===== src/rtl/fk_planar_iter.sv =====
// Iterative planar-arm forward kinematics: one joint per clock, accumulating
// len*cos/sin of the running joint angle, then rounding and clamping to OUT_W.
`timescale 1ns/1ps
module fk_planar_iter #(
  parameter int unsigned N_JOINTS = 3,
  parameter int unsigned ANG_W    = 16,
  parameter int unsigned LEN_W    = 16,
  parameter int unsigned OUT_W    = 32
) (
  input  logic                      clk,
  input  logic                      rst,
  input  logic                      in_valid,
  output logic                      in_ready,
  input  logic [N_JOINTS*ANG_W-1:0] theta,
  input  logic [N_JOINTS*LEN_W-1:0] len,
  output logic                      out_valid,
  input  logic                      out_ready,
  output logic [OUT_W-1:0]          X,
  output logic [OUT_W-1:0]          Y,
  output logic                      out_err,
  output logic                      out_sat
);

  localparam int unsigned CW = (N_JOINTS > 1) ? $clog2(N_JOINTS) : 1;
  localparam int unsigned AW = LEN_W + 16 + $clog2(N_JOINTS) + 1;
  localparam int unsigned RW = ((AW > OUT_W) ? AW : OUT_W) + 1;
  localparam int unsigned PW = ANG_W + 2;

  localparam logic signed [PW-1:0] ANG_LIM = PW'(359);
  localparam logic signed [PW-1:0] P360    = PW'(360);
  localparam logic signed [AW-1:0] HALF    = AW'(8192);
  localparam logic signed [RW-1:0] MAXV    = {{(RW-OUT_W+1){1'b0}}, {(OUT_W-1){1'b1}}};
  localparam logic signed [RW-1:0] MINV    = ~MAXV;

  // round(16384*sin(d)), d = 0..90
  localparam int SIN_LUT [0:90] = '{
        0,   286,   572,   857,  1143,  1428,  1713,  1997,  2280,  2563,
     2845,  3126,  3406,  3686,  3964,  4240,  4516,  4790,  5063,  5334,
     5604,  5872,  6138,  6402,  6664,  6924,  7182,  7438,  7692,  7943,
     8192,  8438,  8682,  8923,  9162,  9397,  9630,  9860, 10087, 10311,
    10531, 10749, 10963, 11174, 11381, 11585, 11786, 11982, 12176, 12365,
    12551, 12733, 12911, 13085, 13255, 13421, 13583, 13741, 13894, 14044,
    14189, 14330, 14466, 14598, 14726, 14849, 14968, 15082, 15191, 15296,
    15396, 15491, 15582, 15668, 15749, 15826, 15897, 15964, 16026, 16083,
    16135, 16182, 16225, 16262, 16294, 16322, 16344, 16362, 16374, 16382,
    16384
  };

  typedef enum logic [1:0] {IDLE, ACCUM, ROUND, DONE} state_t;

  function automatic logic signed [16:0] sin_q(input logic [8:0] d);
    logic [6:0]         idx;
    logic               neg;
    logic signed [16:0] v;
    idx = '0;
    neg = 1'b0;
    if (d <= 9'd90) idx = 7'(d);
    else if (d <= 9'd180) idx = 7'(9'd180 - d);
    else if (d <= 9'd270) begin idx = 7'(d - 9'd180); neg = 1'b1; end
    else if (d <= 9'd359) begin idx = 7'(9'd360 - d); neg = 1'b1; end
    v = 17'(SIN_LUT[idx]);
    return neg ? -v : v;
  endfunction

  function automatic logic signed [16:0] cos_q(input logic [8:0] d);
    logic [9:0] t;
    t = {1'b0, d} + 10'd90;
    if (t >= 10'd360) t = t - 10'd360;
    return sin_q(9'(t));
  endfunction

  // Returns {saturated, value}: round half up at Q14, then clamp to OUT_W.
  function automatic logic [OUT_W:0] round_clamp(input logic signed [AW-1:0] a);
    logic signed [AW-1:0] r;
    logic signed [RW-1:0] w;
    r = (a + HALF) >>> 14;
    w = RW'(r);
    if (w > MAXV) return {1'b1, MAXV[OUT_W-1:0]};
    else if (w < MINV) return {1'b1, MINV[OUT_W-1:0]};
    return {1'b0, w[OUT_W-1:0]};
  endfunction

  state_t                   state, state_n;
  logic [N_JOINTS*ANG_W-1:0] theta_q;
  logic [N_JOINTS*LEN_W-1:0] len_q;
  logic [8:0]               phi_q;
  logic [CW-1:0]            j;
  logic                     err_q;
  logic signed [AW-1:0]     acc_x, acc_y;

  logic                     err_in;
  logic signed [ANG_W-1:0]  th_chk, th_j;
  logic signed [LEN_W-1:0]  len_j;
  logic signed [PW-1:0]     phi_c;
  logic [8:0]               phi_n;
  logic signed [16:0]       cos_v, sin_v;
  logic signed [AW-1:0]     acc_x_n, acc_y_n;
  logic [OUT_W:0]           rc_x, rc_y;

  // Range check of every incoming joint angle
  always_comb begin
    err_in = 1'b0;
    th_chk = '0;
    for (int i = 0; i < int'(N_JOINTS); i++) begin
      th_chk = theta[i*ANG_W +: ANG_W];
      if (PW'(th_chk) > ANG_LIM || PW'(th_chk) < -ANG_LIM) err_in = 1'b1;
    end
  end

  // One joint step: wrap the running angle into 0..359 and accumulate
  always_comb begin
    th_j  = theta_q[j*ANG_W +: ANG_W];
    len_j = len_q[j*LEN_W +: LEN_W];
    phi_c = PW'($signed({1'b0, phi_q})) + PW'(th_j);
    if (phi_c[PW-1]) phi_c = phi_c + P360;
    else if (phi_c >= P360) phi_c = phi_c - P360;
    phi_n   = 9'(phi_c);
    cos_v   = cos_q(phi_n);
    sin_v   = sin_q(phi_n);
    acc_x_n = acc_x + AW'(len_j) * AW'(cos_v);
    acc_y_n = acc_y + AW'(len_j) * AW'(sin_v);
    rc_x    = round_clamp(acc_x);
    rc_y    = round_clamp(acc_y);
  end

  always_comb begin
    state_n = state;
    unique case (state)
      IDLE:    if (in_valid) state_n = ACCUM;
      ACCUM:   if (j == CW'(N_JOINTS - 1)) state_n = ROUND;
      ROUND:   state_n = DONE;
      DONE:    if (out_ready) state_n = IDLE;
      default: state_n = IDLE;
    endcase
  end

  always_ff @(posedge clk or posedge rst) begin
    if (rst) begin
      state     <= IDLE;
      in_ready  <= 1'b1;
      out_valid <= 1'b0;
    end else begin
      state     <= state_n;
      in_ready  <= (state_n == IDLE);
      out_valid <= (state_n == DONE);
    end
  end

  always_ff @(posedge clk or posedge rst) begin
    if (rst) begin
      theta_q <= '0;
      len_q   <= '0;
      phi_q   <= '0;
      j       <= '0;
      err_q   <= 1'b0;
      acc_x   <= '0;
      acc_y   <= '0;
      X       <= '0;
      Y       <= '0;
      out_err <= 1'b0;
      out_sat <= 1'b0;
    end else begin
      unique case (state)
        IDLE: if (in_valid) begin
          theta_q <= theta;
          len_q   <= len;
          phi_q   <= '0;
          j       <= '0;
          err_q   <= err_in;
          acc_x   <= '0;
          acc_y   <= '0;
        end
        ACCUM: begin
          phi_q <= phi_n;
          acc_x <= acc_x_n;
          acc_y <= acc_y_n;
          j     <= j + CW'(1);
        end
        ROUND: begin
          X       <= err_q ? '0 : rc_x[OUT_W-1:0];
          Y       <= err_q ? '0 : rc_y[OUT_W-1:0];
          out_sat <= ~err_q & (rc_x[OUT_W] | rc_y[OUT_W]);
          out_err <= err_q;
        end
        default: ;
      endcase
    end
  end

endmodule


===== config.mk =====
export PLATFORM = sky130hd
export DESIGN_NAME = fk_planar_iter
export DESIGN_NICKNAME = d
export VERILOG_FILES = /design/src/rtl/fk_planar_iter.sv
export SDC_FILE = /design/constraint.sdc
export NUM_CORES = 2
export LEC_CHECK = 0
export BUFFER_PORTS_ARGS = -buffer_cell sky130_fd_sc_hd__buf_4
export CAP_MARGIN = 5
export CORE_UTILIZATION = 35
export CTS_CLUSTER_DIAMETER = 50
export DETAILED_ROUTE_END_ITERATION = 7
export GPL_TIMING_DRIVEN = 0
export HOLD_SLACK_MARGIN = 0.03
export SLEW_MARGIN = 30
export SYNTH_ARGS = -nofsm -noshare
export SYNTH_HDL_FRONTEND = slang
export SYNTH_SLANG_ARGS = --single-unit

===== constraint.sdc =====
create_clock -name clk -period 43.4 [get_ports clk]
set_input_delay 4.34 -clock clk [delete_from_list [all_inputs] [get_ports clk]]
set_output_delay 4.34 -clock clk [all_outputs]
set_load 0.01 [all_outputs]

==> impl_metrics.env <==
export IMPL_setup_violations=0
export IMPL_dp_final_hpwl_um=128000
export IMPL_grt_pass1_wl_um=243000
export IMPL_postCtsHoldBufs=0
export IMPL_wl_per_cell_um=23.6
export IMPL_worst_pin_slew_ns=1.12
export IMPL_area_growth_pct=11.7
export IMPL_cts_made_buffers=42
export IMPL_dp_cells=6633
export IMPL_nNetsFinal=6067
export IMPL_cts_root_buf="clkbuf_16"
export IMPL_antenna_cells=0
export IMPL_synthCells=4850
export IMPL_io_pins=168
export IMPL_num_rows=127
export IMPL_critPathMaxStageDelay_ns=0.78
export IMPL_grt_max_degree=82
export IMPL_port_buffers=167
export IMPL_grt_overflow=0
export IMPL_period_needed_ns=24.52
export IMPL_cp_common_cell="clkbuf_1"
export IMPL_track_usage_pct=26.3
export IMPL_clk_pin_slew_ns=0.05
export IMPL_setup_ws_ns=18.88
export IMPL_slew_viol_final=0
export IMPL_cts_tree="yes"
export IMPL_synthDistinctLibCells=116
export IMPL_hold_viol_final=0
export IMPL_cp_slowest_cell="buf_1"
export IMPL_die_x_um=349
export IMPL_end_kind="register"
export IMPL_ys_seq_elements=226
export IMPL_cts_resized=0
export IMPL_htree_levels=2
export IMPL_vias=37300
export IMPL_clockBufferDepth=3
export IMPL_finalClockSkew_ns=0.0430
export IMPL_status="finished, final reports clean"
export IMPL_max_freq_ghz=0.0408
export IMPL_place_gp_congestion=0.968
export IMPL_critical_path_class="register to register"
export IMPL_most_common_layout_cells="inv_1, fa_1, nand2_1"
export IMPL_initial_core_util_pct=35.2
export IMPL_ys_flop_type="dfrtp_1"
export IMPL_place_area_um2=45700
export IMPL_via_per_inst=5.56
export IMPL_final_layout_size_suffix_gt1_share_pct=10.6
export IMPL_grt_pass1_vias=38100
export IMPL_arrival_ns=25.02
export IMPL_syn_cell_area_um2=42200
export IMPL_synth_edff_count=0
export IMPL_maxSlewHeadroom_pct=25.4
export IMPL_pre_cts_slack_ns=18.98
export IMPL_post_cts_buffers=0
export IMPL_clock_sinks=226
export IMPL_drtAntennaViolNets=0
export IMPL_reg2reg_slack_ns=18.88
export IMPL_drt_iter0_drc=3436
export IMPL_synth_seq_area_share_pct=13.4
export IMPL_layout_commonest_cell="inv_1"
export IMPL_fp_coreArea_um2=120000
export IMPL_yosysWarnings=0
export IMPL_remaining_drc_errors=0
export IMPL_clock_latency_ns=0.62
export IMPL_cp_start_kind="register"
export IMPL_synthArstFlopShare_pct=100
export IMPL_syn_nets=5852
export IMPL_rsz0062_at_grt="false"
export IMPL_finalWirelength_um=158000
export IMPL_drt_first_pass_iters=6
export IMPL_cap_violations=0
export IMPL_finalCritPeriodShare_pct=56.5
export IMPL_critPathMaxFanout=14
export IMPL_syn_avg_cell_area_um2=8.70
export IMPL_required_ns=43.91
export IMPL_die_height_um=349
export IMPL_dieArea_um2=122000
export IMPL_hp_class="register to register"
export IMPL_fin_area_um2=47200
export IMPL_stdcell_count=6710
export IMPL_antenna_found_initial=4
export IMPL_setup_tns_final_ns=0
==> cells by family after synthesis <==
family / synth area share (%)
AND/OR/NAND/NOR: 15.4
buffers and inverters: 9.55
AO/OA/AOI/OAI: 15.3
adder cells (fa/ha/maj): 38.2
flip-flops: 13.4
XOR/XNOR: 3.84
multiplexers: 4.36
==> sequential cells by signal, summed over array words and instances, names as in the netlist <==
name	count
len_q	48
j	2
phi_q	9
X	21
state	2
err_q	1
out_err	1
Y	21
acc_x	35
in_ready	1
out_valid	1
acc_y	35
theta_q	48
out_sat	1
==> cell type report <==
cell class | count | area (um^2)
Clock buffer | 54 | 1210
Inverter | 726 | 2730
Multi-Input combinational cell | 3603 | 32700
Buffer | 295 | 1320
Timing Repair Buffer | 171 | 1330
Fill cell | 12300 | 72700
Sequential cell | 226 | 5660
Tap cell | 1612 | 2020
Clock inverter | 23 | 210
==> per-stage QoR <==
stage / utilization, % / hold WS (ns)
3_3_place_gp: 38.0 / 0.471
5_1_grt: 39.4 / 0.501
6_report: 39.4 / 0.477
2_1_floorplan: - / 0.456
3_5_place_dp: 38.2 / 0.472
4_1_cts: 39.3 / 0.484
==> per-layer routing <==
| metal | track usage [%] | up-vias | wire (um) |
|---|---|---|---|
| li1 | - | 16600 | - |
| met1 | 35.8 | 18900 | 67900 |
| met2 | 40.9 | 1517 | 70600 |
| met3 | 5.64 | 294 | 13300 |
| met4 | 9.62 | 4 | 6270 |
| met5 | 0 | - | 20 |
==> synth_stat cells (67+ instances only) <==
| library cell | number | area share [%] |
|---|---|---|
| o21ai_0 | 205 | 2.4 |
| dfrtp_1 | 225 | 13 |
| nor3_1 | 90 | 1.1 |
| clkbuf_1 | 199 | 1.8 |
| inv_1 | 717 | 6.4 |
| nand2_1 | 563 | 5.0 |
| nand3_1 | 116 | 1.4 |
| a21oi_1 | 158 | 1.9 |
| nor2_1 | 377 | 3.4 |
| ha_1 | 261 | 7.7 |
| mux2_2 | 99 | 2.6 |
| mux2i_1 | 67 | 1.6 |
| fa_1 | 641 | 30 |
| xnor2_1 | 119 | 2.5 |
==> critical path: cells and delay by family (launching register included) <==
kind / cells / cell delay, ns
buffers and inverters: 22 / 7.82
AOI/OAI and AO/OA: 29 / 7.02
adders and majority gates: 13 / 5.20
xor gates and xnor gates: 4 / 2.05
and+or+nand+nor: 12 / 1.65
DFF: 1 / 0.34
muxes: 1 / 0.26
==> worst paths after layout <==
path,endpoint,cells past startpoint,start
setup / recovery,acc_x[34],81,j[1]
hold / removal,X[6],2,X[6]
setup reg to reg,acc_x[34],81,j[1]
hold reg to reg,X[6],2,X[6]
max in group asynchronous,len_q[38],3,rst
min in group asynchronous,theta_q[43],2,rst
Power is not shown: default switching activity piles up to over one toggle a cycle in this logic, so the estimate is an artifact.
